===== src/rtl/sync_event_pkg.sv =====
// Shared mode encodings and helpers for the synchronized event bank.
// Imported by sync_event_chan and sync_event_bank.
package sync_event_pkg;

    localparam int MODE_W     = 2;
    localparam int FILT_CNT_W = 4;

    typedef enum logic [MODE_W-1:0] {
        MODE_RISE = 2'b00,
        MODE_FALL = 2'b01,
        MODE_BOTH = 2'b10,
        MODE_NONE = 2'b11
    } mode_e;

    function automatic logic edge_hit(input logic [MODE_W-1:0] mode,
                                      input logic rise,
                                      input logic fall);
        case (mode_e'(mode))
            MODE_RISE: return rise;
            MODE_FALL: return fall;
            MODE_BOTH: return rise | fall;
            default:   return 1'b0;
        endcase
    endfunction

endpackage


===== src/rtl/sync_event_chan.sv =====
// One channel: synchronizer chain, optional glitch filter (SYNC_GLITCH_FILTER_EN),
// edge detect, saturating event counter with sticky flag and overflow.
module sync_event_chan
    import sync_event_pkg::*;
#(
    parameter int STAGES   = 2,
    parameter int CNT_W    = 8,
    parameter int FILT_LEN = 3
) (
    input  logic              clk,
    input  logic              rst_n,
    input  logic              async_in,
    input  logic              ena,
    input  logic [MODE_W-1:0] mode,
    input  logic              clr,
    output logic              sync_out,
    output logic              pulse_out,
    output logic              flag,
    output logic              ovf,
    output logic [CNT_W-1:0]  cnt
);

    logic [STAGES-1:0] sync_q, sync_d;
    logic              level;
    logic              prev_q, prev_d;
    logic [CNT_W-1:0]  cnt_q, cnt_d;
    logic              flag_q, flag_d;
    logic              ovf_q, ovf_d;
    logic              pulse;

`ifdef SYNC_GLITCH_FILTER_EN
    logic                  filt_q, filt_d;
    logic [FILT_CNT_W-1:0] stab_q, stab_d;

    // The filtered level follows the chain only once it has disagreed for FILT_LEN cycles.
    always_comb begin
        filt_d = filt_q;
        stab_d = '0;
        if (sync_q[STAGES-1] != filt_q) begin
            if (stab_q == FILT_CNT_W'(FILT_LEN - 1))
                filt_d = sync_q[STAGES-1];
            else
                stab_d = stab_q + FILT_CNT_W'(1);
        end
    end

    always_ff @(posedge clk) begin
        if (!rst_n) begin
            filt_q <= 1'b0;
            stab_q <= '0;
        end else begin
            filt_q <= filt_d;
            stab_q <= stab_d;
        end
    end

    assign level = filt_q;
`else
    assign level = sync_q[STAGES-1];
`endif

    assign pulse = ena & edge_hit(mode, level & ~prev_q, ~level & prev_q);

    always_comb begin
        // NOTE: every _d gets a default first so no path leaves it unassigned (no latch).
        sync_d = {sync_q[STAGES-2:0], async_in};
        prev_d = level;
        cnt_d  = cnt_q;
        flag_d = flag_q;
        ovf_d  = ovf_q;
        if (clr) begin
            cnt_d  = '0;
            flag_d = 1'b0;
            ovf_d  = 1'b0;
        end else if (pulse) begin
            flag_d = 1'b1;
            if (cnt_q == '1)
                ovf_d = 1'b1;
            else
                cnt_d = cnt_q + CNT_W'(1);
        end
    end

    // NOTE: sequential state uses non-blocking assignments only; reset is synchronous.
    always_ff @(posedge clk) begin
        if (!rst_n) begin
            sync_q <= '0;
            prev_q <= 1'b0;
            cnt_q  <= '0;
            flag_q <= 1'b0;
            ovf_q  <= 1'b0;
        end else begin
            sync_q <= sync_d;
            prev_q <= prev_d;
            cnt_q  <= cnt_d;
            flag_q <= flag_d;
            ovf_q  <= ovf_d;
        end
    end

    assign sync_out  = level;
    assign pulse_out = pulse;
    assign flag      = flag_q;
    assign ovf       = ovf_q;
    assign cnt       = cnt_q;

endmodule


===== src/rtl/sync_event_bank.sv =====
// Bank of CHANNELS synchronized event counters with per-channel and global clear.
// Optional glitch filter selected by defining SYNC_GLITCH_FILTER_EN.
module sync_event_bank
    import sync_event_pkg::*;
#(
    parameter  int CHANNELS = 8,
    parameter  int STAGES   = 2,
    parameter  int CNT_W    = 8,
    parameter  int FILT_LEN = 3,
    localparam int SEL_W    = (CHANNELS > 1) ? $clog2(CHANNELS) : 1
) (
    input  logic                clk,
    input  logic                rst_n,
    input  logic [CHANNELS-1:0] async_in,
    input  logic                ena,
    input  logic [MODE_W-1:0]   mode,
    input  logic [SEL_W-1:0]    sel,
    input  logic                clr,
    input  logic                clr_all,
    output logic [CHANNELS-1:0] sync_out,
    output logic [CHANNELS-1:0] pulse_out,
    output logic [CHANNELS-1:0] flag,
    output logic [CHANNELS-1:0] ovf,
    output logic [CNT_W-1:0]    cnt_out
);

    logic [CHANNELS-1:0] chan_clr;
    logic [CNT_W-1:0]    cnt_arr [CHANNELS];

    // An out-of-range sel matches no channel, so clr and cnt_out see nothing.
    always_comb begin
        chan_clr = '0;
        cnt_out  = '0;
        for (int i = 0; i < CHANNELS; i++) begin
            chan_clr[i] = clr_all | (clr & (sel == SEL_W'(i)));
            if (sel == SEL_W'(i))
                cnt_out = cnt_arr[i];
        end
    end

    for (genvar g = 0; g < CHANNELS; g++) begin : g_chan
        sync_event_chan #(
            .STAGES   (STAGES),
            .CNT_W    (CNT_W),
            .FILT_LEN (FILT_LEN)
        ) u_chan (
            .clk       (clk),
            .rst_n     (rst_n),
            .async_in  (async_in[g]),
            .ena       (ena),
            .mode      (mode),
            .clr       (chan_clr[g]),
            .sync_out  (sync_out[g]),
            .pulse_out (pulse_out[g]),
            .flag      (flag[g]),
            .ovf       (ovf[g]),
            .cnt       (cnt_arr[g])
        );
    end

endmodule


===== config.mk =====
export PLATFORM = sky130hd
export DESIGN_NAME = sync_event_bank
export DESIGN_NICKNAME = d
export VERILOG_FILES = /design/src/rtl/sync_event_pkg.sv /design/src/rtl/sync_event_chan.sv /design/src/rtl/sync_event_bank.sv
export SDC_FILE = /design/constraint.sdc
export NUM_CORES = 1
export LEC_CHECK = 0
export BUFFER_PORTS_ARGS = -buffer_cell sky130_fd_sc_hd__buf_2
export CORE_UTILIZATION = 32
export CTS_BUF_LIST = sky130_fd_sc_hd__clkbuf_16
export DETAILED_ROUTE_END_ITERATION = 12
export GPL_TIMING_DRIVEN = 0
export PLACE_DENSITY = 0.57
export SYNTH_ARGS = -nofsm -noshare
export SYNTH_HDL_FRONTEND = slang
export SYNTH_SLANG_ARGS = --single-unit

===== constraint.sdc =====
create_clock -name clk -period 5.3 [get_ports clk]
set_input_delay 0 -clock clk [delete_from_list [all_inputs] [get_ports clk]]
set_output_delay 0 -clock clk [all_outputs]
set_load 0.05 [all_outputs]

# --- Yosys cells after proc, flatten, opt, wreduce, memory -nomap -nowiden ---
# Index checks and enable logic that the tools add are counted.
op_classes:
  addsub: 8
  n_eq_ne: 17
  n_mux: 16
  bitwise: 73
  reduce_logical: 26
ops:
  columns: ["operator", "count"]
  rows:
  - ["$add A8 B1 Y8 const B", 8]
  - ["$eq A8 B8 Y1 const B", 8]
  - ["$mux W8", 8]
  - ["$and A1 B1 Y1", 32]
  - ["$reduce_and A2 Y1", 16]
  - ["$not A1 Y1", 25]
  - ["$pmux W1 S3", 8]
  - ["$or A1 B1 Y1", 16]
  - ["$reduce_or A2 Y1", 8]
  - ["$eq A3 B3 Y1 const B", 4]
  - ["$eq A3 B2 Y1 const B", 2]
  - ["$eq A3 B1 Y1 const B", 1]
  - ["$logic_not A3 Y1", 1]
  - ["$eq A2 B1 Y1 const B", 1]
  - ["$eq A2 B2 Y1 const B", 1]
  - ["$logic_not A2 Y1", 1]
totals:
  reg_bits: 104
  inputBits: 18
  output_inout_bits: 40
  wordCells: 180

# --- Longest topological paths before layout ---
logic_depth:
  word_depth: 9
  mapped_depth: 9
  ltp_nobuf: 8

# --- Cells and area by module ---
# Synthesis repeated with hierarchy kept, for this count alone.
unflattened:
  cells_unflattened: 675
  area_unflattened_um2: 6003.3
by_module_without_submodules:
  columns: ["module", "instances", "cells_per_inst", "area_each_um2", "seq_area_each_um2"]
  rows:
  - ["sync_event_chan", 8, 72, 645.6, 260.2]
  - ["sync_event_bank", 1, 99, 838.3, 0.0]

# --- Least setup slack after synthesis ---
# Ideal clock, no wire load.
synth_path:
  path_kind: "reg2reg"
  start: "register g_chan[1].u_chan.prev_q"
  end: "register g_chan[1].u_chan.cnt_q[5]"
  setup_ns: 0.071
  t_arrival_ns: 1.747
  required_ns: 5.229
  path_slack_ns: 3.482
  stages_incl_launch_ff: 9
  path_buffers: 1
  synth_period_minus_slack_ns: 1.818
  cell_sequence: "dfxtp_1 inv_1 ha_1 nor2b_1 nor3_1 or2_1 clkbuf_2 or4_1 a21oi_1"
synth_via:
  elab_chain_len: 6
  elab_cells_between_ends: 7
  cone_classes: "mux (1); bitwise (5); reduce/logical (1)"
synth_rtl:
  columns: ["item", "line_no", "rtl"]
  rows:
  - ["start: declaration", "sync_event_chan.sv:25", "logic prev_q, prev_d;"]
  - ["start signal: assignment", "sync_event_chan.sv:94", "prev_q <= prev_d;"]
  - ["$not A1 Y1", "sync_event_chan.sv:62", "assign pulse = ena & edge_hit(mode, level & ~prev_q, ~level & prev_q);"]
  - ["$and A1 B1 Y1", "sync_event_chan.sv:62", null]
  - ["$or A1 B1 Y1", "sync_event_pkg.sv:21", "MODE_BOTH: return rise | fall;"]
  - ["$pmux W1 S3 (*)", "sync_event_pkg.sv:18", "case (mode_e'(mode))"]
  - ["$and A1 B1 Y1 (*)", "sync_event_chan.sv:62", null]
  - ["$reduce_and A2 Y1 (no line) (*)", null, null]
  - ["end signal: assignment", "sync_event_chan.sv:95", "cnt_q <= cnt_d;"]
  - ["end: declaration", "sync_event_chan.sv:26", "logic [CNT_W-1:0] cnt_q, cnt_d;"]
# Mark *: on every way between the ends. The rest lies on a longest branch, timed or not.
# A chain may end at the register's enable or synchronous reset.

# --- Worst setup path in the final report ---
layout_path:
  start: "register g_chan[4].u_chan.prev_q"
  end: "output pulse_out[4]"
layout_via:
  elab_chain_len: 5
  elab_cells_between_ends: 6
  cone_classes: "mux (1); bitwise (5)"
layout_rtl:
  columns: ["item", "line_no", "rtl"]
  rows:
  - ["start: declaration", "sync_event_chan.sv:25", null]
  - ["start signal: assignment", "sync_event_chan.sv:94", null]
  - ["$not A1 Y1", "sync_event_chan.sv:62", null]
  - ["$and A1 B1 Y1", "sync_event_chan.sv:62", null]
  - ["$or A1 B1 Y1", "sync_event_pkg.sv:21", null]
  - ["$pmux W1 S3 (*)", "sync_event_pkg.sv:18", null]
  - ["$and A1 B1 Y1 (*)", "sync_event_chan.sv:62", null]
  - ["end: declaration", "sync_event_bank.sv:21", "output logic [CHANNELS-1:0] pulse_out,"]
# Marks and branches as above.

==> qor.txt <==
Worst path slowest cell -> o32ai_1
syn_nets -> 721
RR Startpoint -> g_chan[4].u_chan.prev_q$_SDFF_PN0_
Die H -> 135 um
CP dominant cell by count -> buf_2
DR WL/cell -> 13.6 um
Top FF cell, synth -> dfxtp_1
sequential share of the synthesized area -> 36.8%
DRT iter0 DRCs -> 314
crit-path max FO -> 10
core footprint -> 17,300 um2
DPL Wire Length -> 9930 um
unrepaired setup endpoints after global routing -> no
Via density -> 4.86
fill count -> 1,776
RePlAce Congestion -> 0.834
Max VDD drop -> 0.000232 V
TritonRoute pass-1 iters -> 5
hold_sp -> ena
achievable frequency -> 401 MHz
Clock Root Buffer -> clkbuf_16
GR Overflow Total -> 0
Top Ports -> 58
critical path's top delay family -> buffers and inverters
nets@finish -> 796
Hold WC Path Type -> input port to register
Seq. cell area -> 2080 um2
H-tree depth -> 3
PortBufs -> 55
pin count of the biggest net entering global routing -> 22
Setup violations, final -> 0
Multi-input gate area -> 3060 um2
via count -> 4,781
outcome -> complete, no violations
Post-Syn Area -> 5650 um2
row cnt -> 48
Setup Fix Bufs, Post-CTS -> 0
CP max stage delay -> 0.61 ns
dpl ws -> 2.99 ns
number of global-route vias before repair -> 4,475
Clock transition at path regs -> 0.08 ns
Mapped Cells -> 679
CP endpoint -> pulse_out[4]
TritonCTS Buffers -> 9
crit end category -> output port
min Tclk post-route -> 2.49 ns
gr usage total -> 15.6%
setup slack after layout -> 2.81 ns
#FFs+latches synth -> 104
CP Depth -> 7
CTS Sinks -> 104
Max Cap Viol -> 0
Residual DRC -> 0
global-route wire length before repair -> 22,300 um
Final Max Slew Viols -> 0
die area -> 18,200 um2
share of cells above drive strength 1 -> 17.3%
post-route ant nets -> 0
Hold WS -> 0.189 ns
initial antenna violation count -> 0
setup TNS -> 0 ns
r2r setup slk -> 2.95 ns
width of the die -> 135 um
worst reg2reg endpoint -> g_chan[4].u_chan.cnt[6]$_SDFFE_PP0P_
pwr dens -> 249 nW/um2
Startpoint Class -> register
YS warnings -> 0
Crit. Startpoint -> g_chan[4].u_chan.prev_q$_SDFF_PN0_
Worst Path Required -> 5.30 ns
cell-by-cell trace of the critical path -> inv_1 -> ha_1 -> and2_1 -> o32ai_1 -> buf_2 -> buf_4 -> buf_2
post-CTS resize count -> 0
leak pwr -> 2.53 nW
async set or reset register ratio after synthesis -> 0%
worst skew pair latency -> 0.37 ns
CTS tree -> yes
Final Util -> 38.2%
WL final -> 13,400 um
number of flops mapped to enable cells by yosys -> 0
Critical Path AT -> 2.49 ns
post-synth cell types -> 59
worst r2r path cells -> 8
Diodes inserted -> 0
Avg Cell Area, Syn -> 8.33 um2
slew of the pin with the lowest slew margin -> 1.22 ns
layout overhead on the synthesized area -> 16.9%
CTS max path bufs -> 2
CP Class -> register to output port
Fin Clk Skew -> 0.0103 ns
Final period util -> 47.0%
CP Buf/Inv Count -> 4
Initial Util -> 32.7%
max_slew headroom -> 18.2%
Fin. Hold Viols -> 0
total power -> 1.65 mW
## power by group
part / total (mW) / internal [mW] / leakage, nW / switching (mW)
clock: 0.679 / 0.339 / 0.151 / 0.340
sequential: 0.797 / 0.791 / 0.842 / 0.00667
combinational: 0.170 / 0.0561 / 1.54 / 0.114
## metal layers
metal | track usage [%] | wire, um | up-vias
met3 | 3.30 | 554 | 17
met4 | 6.18 | 235 | 0
met1 | 21.4 | 6860 | 2184
li1 | - | - | 2482
met5 | 0 | 0 | -
met2 | 23.7 | 5750 | 98
## sequential cells by signal, indices dropped and copies added (netlist names)
signal and count:
g_chan.u_chan.ovf 8, g_chan.u_chan.cnt 64, g_chan.u_chan.prev_q 8, g_chan.u_chan.flag 8
g_chan.u_chan.sync_q 16
## logic make-up after synthesis
logic type               count (synthesis)  share of synthesized area (%)
AO/OA/AOI/OAI                          116                           13.5
XOR/XNOR                                33                           5.11
adder cells (fa/ha/maj)                 24                           5.31
buffers and inverters                   93                           8.99
flip-flops                             104                           36.8
multiplexers                            22                           4.05
AND/OR/NAND/NOR                        287                           26.2
## worst min-delay path by stage
stage,to,slack (ns),depth (start not counted)
final,g_chan[7].u_chan.cnt[7]$_SDFFE_PP0P_,0.19,4
after global routing,g_chan[7].u_chan.cnt[7]$_SDFFE_PP0P_,0.20,4
after CTS,g_chan[7].u_chan.cnt[7]$_SDFFE_PP0P_,0.16,4
after detailed placement,g_chan[4].u_chan.sync_q[0]$_SDFF_PN0_,0.21,2
after global placement,g_chan[3].u_chan.sync_q[0]$_SDFF_PN0_,0.20,2
after floorplan,g_chan[0].u_chan.sync_q[0]$_SDFF_PN0_,0.13,1
## metrics by stage
step | cell area, um2 | std cells
global route | 6610 | 984
detailed placement | 6210 | 959
CTS | 6610 | 984
global placement | 6210 | 959
floorplan | 5650 | 679
finish | 6610 | 984
## Yosys cell counts, types with 5 or more instances
cell type | instances | area share [%]
a22oi_1 | 21 | 2.8
o21ai_1 | 6 | 0.53
nor3b_1 | 5 | 0.66
a211oi_1 | 8 | 1.1
mux2_2 | 7 | 1.4
xnor2_1 | 29 | 4.5
buf_4 | 32 | 4.2
nand2b_1 | 6 | 0.66
nand3_1 | 24 | 2.1
dfxtp_1 | 104 | 37
buf_2 | 5 | 0.44
nor4_1 | 5 | 0.55
and2b_1 | 6 | 0.80
nor2b_1 | 8 | 0.89
inv_1 | 34 | 2.3
a21oi_1 | 30 | 2.7
nand4_1 | 14 | 1.5
and2_1 | 30 | 3.3
or4_1 | 5 | 0.66
nor2_1 | 99 | 6.6
nand2_1 | 39 | 2.6
ha_1 | 24 | 5.3
and3_1 | 6 | 0.66
o21ai_0 | 19 | 1.7
nor3_1 | 24 | 2.1
clkbuf_1 | 15 | 1.0
mux2i_1 | 15 | 2.7
## cell type report
cell class                      instances  share of cell area [%]
Tap cell                              225                    4.26
Sequential cell                       104                    31.5
Timing Repair Buffer                   64                    5.53
Buffer                                 57                    5.64
Clock buffer                            9                    3.41
Inverter                               36                    2.04
Multi-Input combinational cell        482                    46.3
Clock inverter                          7                    1.27
## worst reg2reg max path, stage by stage, from the launching register on
cell     delay (ns)
dfxtp_1        0.34
inv_1          0.05
ha_1           0.27
and2_1         0.15
o32ai_1        0.61
buf_2          0.34
nor4b_2        0.25
xnor2_1        0.15
nor2_1         0.06
## placed cells by master (no fill, tap or decap), types with 14 or more instances in the layout
| cell | n |
|---|---|
| a21oi_1 | 30 |
| a22oi_1 | 21 |
| and2_1 | 30 |
| buf_2 | 60 |
| buf_4 | 32 |
| clkbuf_1 | 15 |
| dfxtp_1 | 104 |
| ha_1 | 24 |
| inv_1 | 34 |
| mux2i_1 | 15 |
| nand2_1 | 39 |
| nand3_1 | 24 |
| nand4_1 | 14 |
| nor2_1 | 99 |
| nor3_1 | 24 |
| o21ai_0 | 19 |
| xnor2_1 | 29 |
## timing repair
| item | CTS | global route |
|---|---|---|
| endpoints found under the hold margin | 12 | 0 |
| hold buffers | 9 | 0 |
| endpoints found under the setup margin | 0 | 0 |
Power figures use the tool's default switching activity.
